$ cat config.mk
export PLATFORM = sky130hd
export DESIGN_NAME = music_playback_scheduler
export DESIGN_NICKNAME = d
export VERILOG_FILES = /design/src/rtl/music_playback_scheduler.sv
export SDC_FILE = /design/constraint.sdc
export NUM_CORES = 1
export LEC_CHECK = 0
export ABC_CLOCK_PERIOD_IN_PS = 2900
export CAP_MARGIN = 20
export CELL_PAD_IN_SITES_DETAIL_PLACEMENT = 0
export CELL_PAD_IN_SITES_GLOBAL_PLACEMENT = 1
export CORE_UTILIZATION = 33
export DETAILED_ROUTE_END_ITERATION = 6
export PLACE_DENSITY_LB_ADDON = 0.12
export SYNTH_ARGS = -nofsm -noshare
export SYNTH_HDL_FRONTEND = slang
export SYNTH_SLANG_ARGS = --single-unit
$ cat constraint.sdc
create_clock -name clk -period 2.9 [get_ports clk]
set_clock_uncertainty 0.05 [all_clocks]
set_input_delay 0.58 -clock clk [delete_from_list [all_inputs] [get_ports clk]]
set_output_delay 0.58 -clock clk [all_outputs]
set_load 0.02 [all_outputs]
$ cat src/rtl/music_playback_scheduler.sv
// Playback sequencer for a bank of song memories: selects, resets, gates and muxes one memory.
// Optional `SCHED_AUTO_ADVANCE_EN: end-of-song continues with the next song instead of idling.
module music_playback_scheduler #(
  parameter int N_SONGS       = 4,
  parameter int SEL_W         = 2,
  parameter int DATA_WIDTH    = 10,
  parameter int PRIME_TIMEOUT = 8
) (
  input  logic                          clk,
  input  logic                          rst,
  input  logic                          play_req,
  input  logic                          pause_req,
  input  logic                          stop_req,
  input  logic                          next_req,
  input  logic [SEL_W-1:0]              song_sel,
  input  logic [N_SONGS*DATA_WIDTH-1:0] mem_data,
  input  logic [N_SONGS-1:0]            mem_ready,
  output logic [N_SONGS-1:0]            mem_read_en,
  output logic [N_SONGS-1:0]            mem_read_rst,
  output logic [DATA_WIDTH-1:0]         note_out,
  output logic                          note_valid,
  output logic [SEL_W-1:0]              cur_song,
  output logic [2:0]                    state_o,
  output logic                          song_done
);

  typedef enum logic [2:0] {
    IDLE  = 3'd0,
    START = 3'd1,
    PRIME = 3'd2,
    PLAY  = 3'd3,
    PAUSE = 3'd4
  } state_t;

  localparam int CNT_W = $clog2(PRIME_TIMEOUT + 1);

  state_t                  state;
  logic [CNT_W-1:0]        prime_cnt;
  logic                    ready_prev;
  logic                    cur_ready;
  logic [DATA_WIDTH-1:0]   cur_data;
  logic [SEL_W-1:0]        next_song;
  logic [SEL_W-1:0]        sel_clamped;
  logic                    prime_timeout;
  logic                    play_end;
`ifdef SCHED_AUTO_ADVANCE_EN
  logic [SEL_W+1:0]        empty_cnt;
`endif

  function automatic logic [N_SONGS-1:0] onehot(input logic [SEL_W-1:0] idx);
    return N_SONGS'(1) << idx;
  endfunction

  assign cur_ready   = mem_ready[cur_song];
  assign cur_data    = mem_data[cur_song*DATA_WIDTH +: DATA_WIDTH];
  assign next_song   = (cur_song == SEL_W'(N_SONGS - 1)) ? '0 : cur_song + 1'b1;
  assign sel_clamped = ({1'b0, song_sel} < (SEL_W+1)'(N_SONGS)) ? song_sel : '0;
  assign state_o     = state;

  // End-of-song sources, already qualified by the higher-priority requests of their state.
  assign prime_timeout = (state == PRIME) && !next_req && !cur_ready &&
                         (prime_cnt == CNT_W'(PRIME_TIMEOUT - 1));
  assign play_end      = (state == PLAY) && !pause_req && !next_req && ready_prev && !cur_ready;

  always_ff @(posedge clk) begin
    if (rst) begin
      state        <= IDLE;
      prime_cnt    <= '0;
      ready_prev   <= 1'b0;
      mem_read_en  <= '0;
      mem_read_rst <= '0;
      note_out     <= '0;
      note_valid   <= 1'b0;
      cur_song     <= '0;
      song_done    <= 1'b0;
`ifdef SCHED_AUTO_ADVANCE_EN
      empty_cnt    <= '0;
`endif
    end else begin
      song_done    <= 1'b0;
      mem_read_rst <= '0;
      if (stop_req && state != IDLE) begin
        state        <= IDLE;
        mem_read_rst <= onehot(cur_song);
        mem_read_en  <= '0;
        note_valid   <= 1'b0;
      end else if (prime_timeout || play_end) begin
        song_done    <= 1'b1;
        mem_read_rst <= onehot(cur_song);
        mem_read_en  <= '0;
        note_valid   <= 1'b0;
        prime_cnt    <= '0;
`ifdef SCHED_AUTO_ADVANCE_EN
        // A full lap of empty songs means nothing is playable; give up instead of spinning.
        if (prime_timeout && empty_cnt == (SEL_W+2)'(N_SONGS - 1)) begin
          state     <= IDLE;
          empty_cnt <= '0;
        end else begin
          state     <= START;
          cur_song  <= next_song;
          empty_cnt <= prime_timeout ? empty_cnt + 1'b1 : '0;
        end
`else
        state        <= IDLE;
`endif
      end else begin
        case (state)
          IDLE: begin
            if (next_req) begin
              cur_song <= next_song;
            end else if (play_req) begin
              cur_song     <= sel_clamped;
              state        <= START;
              mem_read_rst <= onehot(sel_clamped);
              mem_read_en  <= '0;
              prime_cnt    <= '0;
`ifdef SCHED_AUTO_ADVANCE_EN
              empty_cnt    <= '0;
`endif
            end
          end
          START: begin
            state       <= PRIME;
            mem_read_en <= onehot(cur_song);
            prime_cnt   <= '0;
          end
          PRIME, PLAY, PAUSE: begin
            if (state == PLAY && pause_req) begin
              state       <= PAUSE;
              mem_read_en <= '0;
              note_valid  <= 1'b0;
            end else if (next_req) begin
              // The outgoing song is reset here; every song's pointer is rewound on exit.
              state        <= START;
              mem_read_rst <= onehot(cur_song);
              mem_read_en  <= '0;
              note_valid   <= 1'b0;
              cur_song     <= next_song;
              prime_cnt    <= '0;
            end else if (state == PRIME) begin
              if (cur_ready) begin
                state      <= PLAY;
                note_out   <= cur_data;
                note_valid <= 1'b1;
                ready_prev <= 1'b1;
`ifdef SCHED_AUTO_ADVANCE_EN
                empty_cnt  <= '0;
`endif
              end else begin
                prime_cnt <= prime_cnt + 1'b1;
              end
            end else if (state == PLAY) begin
              note_out   <= cur_data;
              note_valid <= cur_ready;
              ready_prev <= cur_ready;
            end else if (play_req) begin
              state       <= PLAY;
              mem_read_en <= onehot(cur_song);
              note_valid  <= 1'b0;
            end
          end
          default: begin
            state       <= IDLE;
            mem_read_en <= '0;
            note_valid  <= 1'b0;
          end
        endcase
      end
    end
  end

endmodule

Word-level counts from Yosys, hierarchy flattened
Index checks and enable logic that the tools add are counted.
W data, S select, Z words.
- memory bits (read-only): 0
- output and inout bits: 25
- RAM bits: 0
- latch bits: 0
- input port bits: 52
- register bits after elaboration: 30
- memories: 0
- reductions and logical operators: 28
- div/mod/pow operators: 0
- order comparisons: 1
- muxes and demuxes: 51
- shifts and indexed selects: 3
- add/subtract/negate cells: 2
- multipliers: 1
- bitwise gates (word level): 5
- eq/ne operators: 24
- operator list (cell ; count):
    $mux W4 ; 18
    $shiftx A40 B7 Y10 ; 1
    $mux W10 ; 3
    $mux W3 ; 8
    $pmux W4 S3 ; 2
    $ne A4 B4 Y1 const B ; 5
    $ne A5 B5 Y1 const B ; 3
    $reduce_and A7 Y1 ; 2
    $ne A3 B3 Y1 const B ; 4
    $mux W1 ; 10
    $mux W2 ; 5
    $ne A2 B2 Y1 const B ; 5
    $reduce_and A5 Y1 ; 2
    $logic_and A1 B1 Y1 ; 9
    $pmux W3 S3 ; 1
    $pmux W4 S2 ; 1
    $shl A1 B2 Y4 const A ; 2
    $eq A3 B2 Y1 const B ; 2
    $ne A6 B6 Y1 const B ; 1
    $reduce_and A6 Y1 ; 1
    $reduce_or A3 Y1 ; 2
    $mul A2 B3 Y5 const B ; 1
    $not A1 Y1 ; 5
    $add A4 B1 Y4 const B ; 1
    other kinds (17) ; 21

Longest topological paths before layout
Gate-level depths: netlist of the first run.
- depth in word-level cells: 8
- depth in mapped cells: 8

Least setup slack after synthesis of the first run
OpenSTA, ideal clock, no wires.
- path type: flip-flop to flip-flop
- from: register cur_song[0]
- to: register note_out[0]
- cell stages (with the launch flop): 8
- library setup time: 128 ps
- required time: 2722 ps
- arrival time: 1899 ps
- period minus slack after synthesis: 2077 ps
- setup slack: 823 ps
- cell sequence: dfxtp_1 buf_6 mux4_2 a21o_1 nor3b_4 buf_6 mux2i_1 nor2_1
- longest elaborated chain between the ends: 8
- elaborated cells on any way between the ends: 15
- those cells by class: mul (1); eq/ne (1); shift (1); mux (5); bitwise (1); reduce/logical (6)
- RTL lines (item ; line ; text):
    start, declared ; 22 ; output logic [SEL_W-1:0] cur_song,
    start signal, assigned ; 110 ; cur_song <= next_song;
    start signal, assigned ; 112 ; cur_song <= sel_clamped;
    start signal, assigned ; 138 ; cur_song <= next_song;
    parallel branches: the longest is 8 deep, another holds $mul A2 B3 Y5 ; -- ;
    end signal, assigned ; 143 ; note_out <= cur_data;
    end signal, assigned ; 153 ; note_out <= cur_data;
    end, declared ; 20 ; output logic [DATA_WIDTH-1:0] note_out,
Parallel ways; which one is timed is not known. The select of a mux whose other input is x is not followed.
A chain may end at the register's enable or synchronous reset.

Final worst setup path of the first run
- from: input next_req
- to: register prime_cnt[2]
- longest elaborated chain between the ends: 7
- elaborated cells on any way between the ends: 19
- those cells by class: eq/ne (5); mux (4); reduce/logical (10)
- RTL lines (item ; line ; text):
    start, declared ; 14 ; input logic next_req,
    $logic_not A1 Y1 ; 61, 63 ;
    $logic_and A1 B1 Y1, on equally long branches (3 in series) ; 61, 63 ;
    $logic_or A1 B1 Y1 ; 87 ; end else if (prime_timeout || play_end) begin
    $ne A4 B4 Y1 (no source line) (tied with other cells) ; -- ;
    $reduce_and A7 Y1 (no source line) ; -- ;
    end signal, assigned ; 150 ; prime_cnt <= prime_cnt + 1'b1;
    end, declared ; 38 ; logic [CNT_W-1:0] prime_cnt;
Several ways; a longest one is shown, not always the timed one. The select of a mux whose other input is x is not followed.

==> impl_metrics.yaml, run 1 <==
synth:
  synth-compound-area-share_pct: 15.4
  ys_warn_count: 0
  yosysSeqAreaShare_pct: 32.6
  yosysTopAreaCell: "dfxtp_1"
  synth_top_area_share_pct: 32.6
  yosys.area_share.simple_pct: 24.4
  syn_inst: 200
  synth_xor_area_share_pct: 0
  ys.flop_type: "dfxtp_1"
  ys_types: 46
  muxShareOfSynthArea_pct: 19.4
  synth_top_family_by_area: "simple AND/OR/NAND/NOR gates"
  netlist_top_cells_area: "dfxtp_1, mux4_2, nor2_1, mux2i_1, a21oi_1"
  syn_area_sq_um: 1840
  synth_area_per_cell_sq_um: 9.21
  synthAdderAreaFrac_pct: 3.40
  syn_nets: 257
  synth_edf_count: 0
  async_reset_ff_share_pct: 0
  synth_seq_cells: 30
worst_setup_path:
  cp_max_fo: 7
  critPathKind: "in2reg"
  worstPathRequired_ns: 3.00
  cp.arrival_ns: 2.46
  start_kind: "input port"
  end_kind: "flip-flop"
cts:
  htree_levels: 2
  cts_resized: 0
  cts_sinks: 30
  cts.path.max_buffers: 2
  cts_root_buffer: "clkbuf_8"
  clk_pin_slew_ns: 0.07
  cts_setup_buffers: 0
  numCtsBuffers: 5
  clk_latency_ns: 0.27
  cts_tree: "built"
  cts_hold_buf: 0
timing:
  slew-limit-headroom_pct: 61.6
  rsz0062_at_grt: "no"
  period_needed_ns: 2.36
  hold_violations: 0
  fin_hold_ws_ns: 0.454
  setup_viol: 0
  tns_ns: 0
  drv_slew: 0
  tightest_slew_ns: 0.576
  max_freq_mhz: 424
  period_share_pct: 81.4
final_layout:
  insertedDiodeCount: 0
  fillers: 492
  synthToLayoutAreaGrowth_pct: 52.0
  drive_gt1_share_pct: 12.1
  fin_nets: 337
  layout_commonest_cell: "clkdlybuf4s50_1"
  layout_common_cells: "clkdlybuf4s50_1, nor2_1, dfxtp_1, a21oi_1"
power:
  powerDensity_nw_per_um2: 456
  finalPower_uw: 1280
  peakVddDrop_mv: 0.263
  power.leakage_uw: 0.000983
floorplanning:
  start_util_pct: 35.2
  io_pins: 77
  die_h_um: 76.7
  rows: 26
  core_sq_um: 5240
  dieArea_sq_um: 5880
  die_w_um: 76.7
route:
  routedWlPerCell_um: 14.3
  dr_total_vias: 1792
  viasPerCell: 5.11
  dr.pass1.iters: 6
  drt_iter0_drc: 108
  drcViolationCount: 0
  postRouteAntennaNets: 0
  wl_mm: 5.02
global_route:
  grt_pass1_vias: 1725
  grtUsageTotal_pct: 17.7
  grt_overflow: 0
  grt_pass1_wl_mm: 8.42
  antenna_found_initial: 0
  grt_max_degree: 20
placed_design:
  gp_congestion: 0.826
  hpwl_mm: 3.88
  io_buffers: 76
hold_path:
  hp-class: "reg2reg"
flow_run:
  drv_cap: 0
run_status:
  status: "finished, final reports clean"
## worst paths after layout
check / cells past startpoint / slack (ns) / endpoint / start
hold / removal: 2 / 0.45 / note_out[8] / note_out[8]
setup reg to reg: 7 / 0.70 / prime_cnt[3] / state_o[1]
hold reg to reg: 2 / 0.45 / note_out[8] / note_out[8]
setup / recovery: 7 / 0.54 / prime_cnt[2] / next_req
## state kept, by name (all words and copies together) (netlist names)
| register | count |
|---|---|
| ready_prev | 1 |
| note_valid | 1 |
| note_out | 10 |
| cur_song | 2 |
| mem_read_rst | 4 |
| mem_read_en | 4 |
| song_done | 1 |
| prime_cnt | 4 |
| state_o | 3 |
## synthesized netlist by cell type (4+ instances only)
cell type / number
a22oi_1: 4
nand3b_1: 4
o21ai_0: 4
mux4_2: 11
nand2_1: 11
inv_1: 6
nor2b_1: 8
clkbuf_1: 4
nand3_1: 7
dfxtp_1: 30
a21oi_1: 13
mux2i_1: 11
nor3_1: 5
nor2_1: 30
ha_1: 5
buf_2: 4
nand2b_1: 6
## layer usage
layer	GRT usage [%]	wire, um	vias up	share of wire [%]
li1	-	-	895	-
met1	23.6	2340	854	47
met2	29.3	2440	39	49
met3	3.93	196	4	3.9
met4	3.65	33	0	0.66
met5	0	0	-	0
## worst max-delay path, stage by stage
cell	delay, ns
clkdlybuf4s50_1	0.61
nor2b_1	0.13
nor4_1	0.50
or3_1	0.18
o211ai_1	0.18
a21oi_1	0.18
o32ai_1	0.10
## cell families (layout without fill, tap and decap cells)
family | count (synthesis) | count (layout)
muxes | 22 | 22
AOI/OAI and AO/OA | 40 | 40
adders and majority gates | 5 | 5
buffers and inverters | 18 | 99
and+or+nand+nor | 85 | 85
DFF | 30 | 30
## area by class of cell
| type | instances | area (sq um) | share of cell area [%] |
|---|---|---|---|
| multi-input cells | 152 | 1150 | 41.2 |
| repair buffers | 85 | 841 | 30.0 |
| flip-flops and latches | 30 | 601 | 21.4 |
| well taps | 70 | 87.6 | 3.13 |
| clock buffers | 6 | 82.6 | 2.95 |
| inverters | 6 | 22.5 | 0.804 |
| clock inverters | 2 | 12.5 | 0.447 |
## per-stage QoR
stage          std cells  setup WS [ns]  area [sq um]  util (%)
2_1_floorplan        200          0.823          1840         -
3_3_place_gp         343          0.367          2710      51.6
3_5_place_dp         343          0.287          2710      51.6
4_1_cts              351          0.525          2800      53.5
5_1_grt              351          0.347          2800      53.5
6_report             351          0.540          2800      53.5
## power by group
group | switching (uW) | total (uW) | leakage [uW] | internal, uW
clock network | 162 | 352 | 0.0000472 | 191
registers | 33.0 | 467 | 0.000243 | 434
logic | 209 | 457 | 0.000692 | 247
Note: power is estimated with default switching activity, not from simulation.
==> inputs of run 2 (changes only) <==
ABC_CLOCK_PERIOD_IN_PS = 2500   (was 2900)
CORE_UTILIZATION = 31   (was 33)
clock period = 2.5 ns   (was 2.9 ns; I/O delays follow)
==> run 2 against run 1 <==
Compared with the run above: via count shrank 0.95%; non-clock buffer count is 6 higher; die area up 6.3%; worst hold slack worse by 0.0085 ns; sequential share of layout area shrank 0.36 points; combinational power rose by 21%; flip-flop and latch count did not move; critical path depth shrank 5; largest cell class unchanged; final cell count rose by 2.3%; register-to-register slack got worse by 0.29 ns.
==> impl_metrics.yaml, run 2 (same netlist as run 1, synthesis figures left out) <==
route:
  dr_total_vias: 1775
  drt_iter0_drc: 102
  postRouteAntennaNets: 0
  dr.pass1.iters: 4
  routedWlPerCell_um: 14.2
  viasPerCell: 4.94
  wl_mm: 5.11
  drcViolationCount: 0
hold_path:
  hp-class: "reg2reg"
  hp-start: "note_out[1]"
  hold_path_end: "note_out[1]"
  hold_path_depth: 2
floorplanning:
  dieArea_sq_um: 6250
  io_pins: 77
  rows: 27
  die_w_um: 79.1
  core_sq_um: 5610
  die_h_um: 79.1
  start_util_pct: 32.8
worst_setup_path:
  cp_max_fo: 15
  cp_top_family: "buffers and inverters"
  max_stage_delay_ns: 0.61
  r2r_slack_ns: 0.41
  cp.buffers_inverters: 2
  worstPathRequired_ns: 1.95
  r2r-start: "state_o[0]"
  path_cells: "buf_4, clkdlybuf4s50_1"
  cp.arrival_ns: 1.74
  end_kind: "primary output"
  start_kind: "flip-flop"
  critPathKind: "reg2out"
  r2r_end: "note_out[9]"
  critical_path.slowest_cell: "clkdlybuf4s50_1"
  r2r_cells: 7
placed_design:
  gp_congestion: 0.794
  io_buffers: 76
  hpwl_mm: 3.99
  post-place-ws_ns: 0.0300
  post_dp_cell_area_sq_um: 2750
final_layout:
  fin_nets: 343
  finalCoreUtilization_pct: 50.8
  insertedDiodeCount: 0
  layout_common_cells: "clkdlybuf4s50_1, nor2_1, dfxtp_1, buf_4, a21oi_1"
  largest_reg_flops: 10
  largest-register: "note_out"
  layout_commonest_cell: "clkdlybuf4s50_1"
  drive_gt1_share_pct: 13.9
  design_area_sq_um: 2850
  synthToLayoutAreaGrowth_pct: 54.6
global_route:
  grt_pass1_wl_mm: 8.15
  grt_pass1_vias: 1691
  antenna_found_initial: 0
  grtUsageTotal_pct: 16.8
  grt_overflow: 0
  grt_max_degree: 20
cts:
  cts_root_buffer: "clkbuf_8"
  cts_sinks: 30
  cts_hold_buf: 0
  cts.path.max_buffers: 2
  htree_levels: 2
  cts_tree: "built"
  clk_latency_ns: 0.28
  cts_setup_buffers: 0
  cts_resized: 0
  clk_pin_slew_ns: 0.07
  numCtsBuffers: 5
timing:
  max_freq_mhz: 436
  period_share_pct: 91.7
  drv_slew: 0
  tns_ns: 0
  setup_viol: 0
  hold_violations: 0
  slew-limit-headroom_pct: 60.4
  rsz0062_at_grt: "no"
  tightest_slew_ns: 0.593
  setup_slack_ns: 0.209
  period_needed_ns: 2.29
flow_run:
  drv_cap: 0
run_status:
  status: "finished, final reports clean"
power:
  power.leakage_uw: 0.00101
  finalPower_uw: 1490
  peakVddDrop_mv: 0.283
  powerDensity_nw_per_um2: 525
[run 2: how the worst max path moves through the flow]
stage,from,endpoint,slack (ns),depth (start not counted)
after floorplan,cur_song[0],note_out[0],0.42,7
after global placement,next_req,prime_cnt[2],0.05,7
after detailed placement,next_req,prime_cnt[3],0.03,7
after CTS,state_o[1],state_o[1],0.21,2
after global routing,state_o[1],state_o[1],0.11,2
final,state_o[1],state_o[1],0.21,2
[run 2: tightest hold or removal path, cell delays in order, from the launching register on]
cell and delay, ns:
dfxtp_1 0.33, mux2i_1 0.06, nor2_1 0.07
[run 2: through the flow]
step / instances / hold WS [ns]
floorplan: 200 / 0.421
global placement: 351 / 0.420
detailed placement: 351 / 0.434
CTS: 359 / 0.453
global route: 359 / 0.474
finish: 359 / 0.446
[run 2: cell type report]
class                           instances  area [sq um]
Tap cell                               72          90.1
Inverter                                6          22.5
Sequential cell                        30           601
Clock inverter                          2          12.5
Clock buffer                            6          82.6
Timing Repair Buffer                   91           886
Multi-Input combinational cell        152          1150
Fill cell                             572          2760
[run 2: report_power, final]
group	switching, uW	internal (uW)
sequential	29.3	504
clock	187	221
combinational	254	300
[run 2: per-layer routing]
metal	share of wire (%)	global-route usage, %	vias to the layer above
met1	48	23.0	825
met2	47	25.3	39
met5	0	0	-
met3	4.5	5.17	5
met4	0.94	4.91	0
li1	-	-	906
==> inputs of run 3 (changes only) <==
CTS_CLUSTER_SIZE = 10   (was unset)
==> results of run 3 <==
No change in the layout: final DEF, timing and power equal those of run 2.
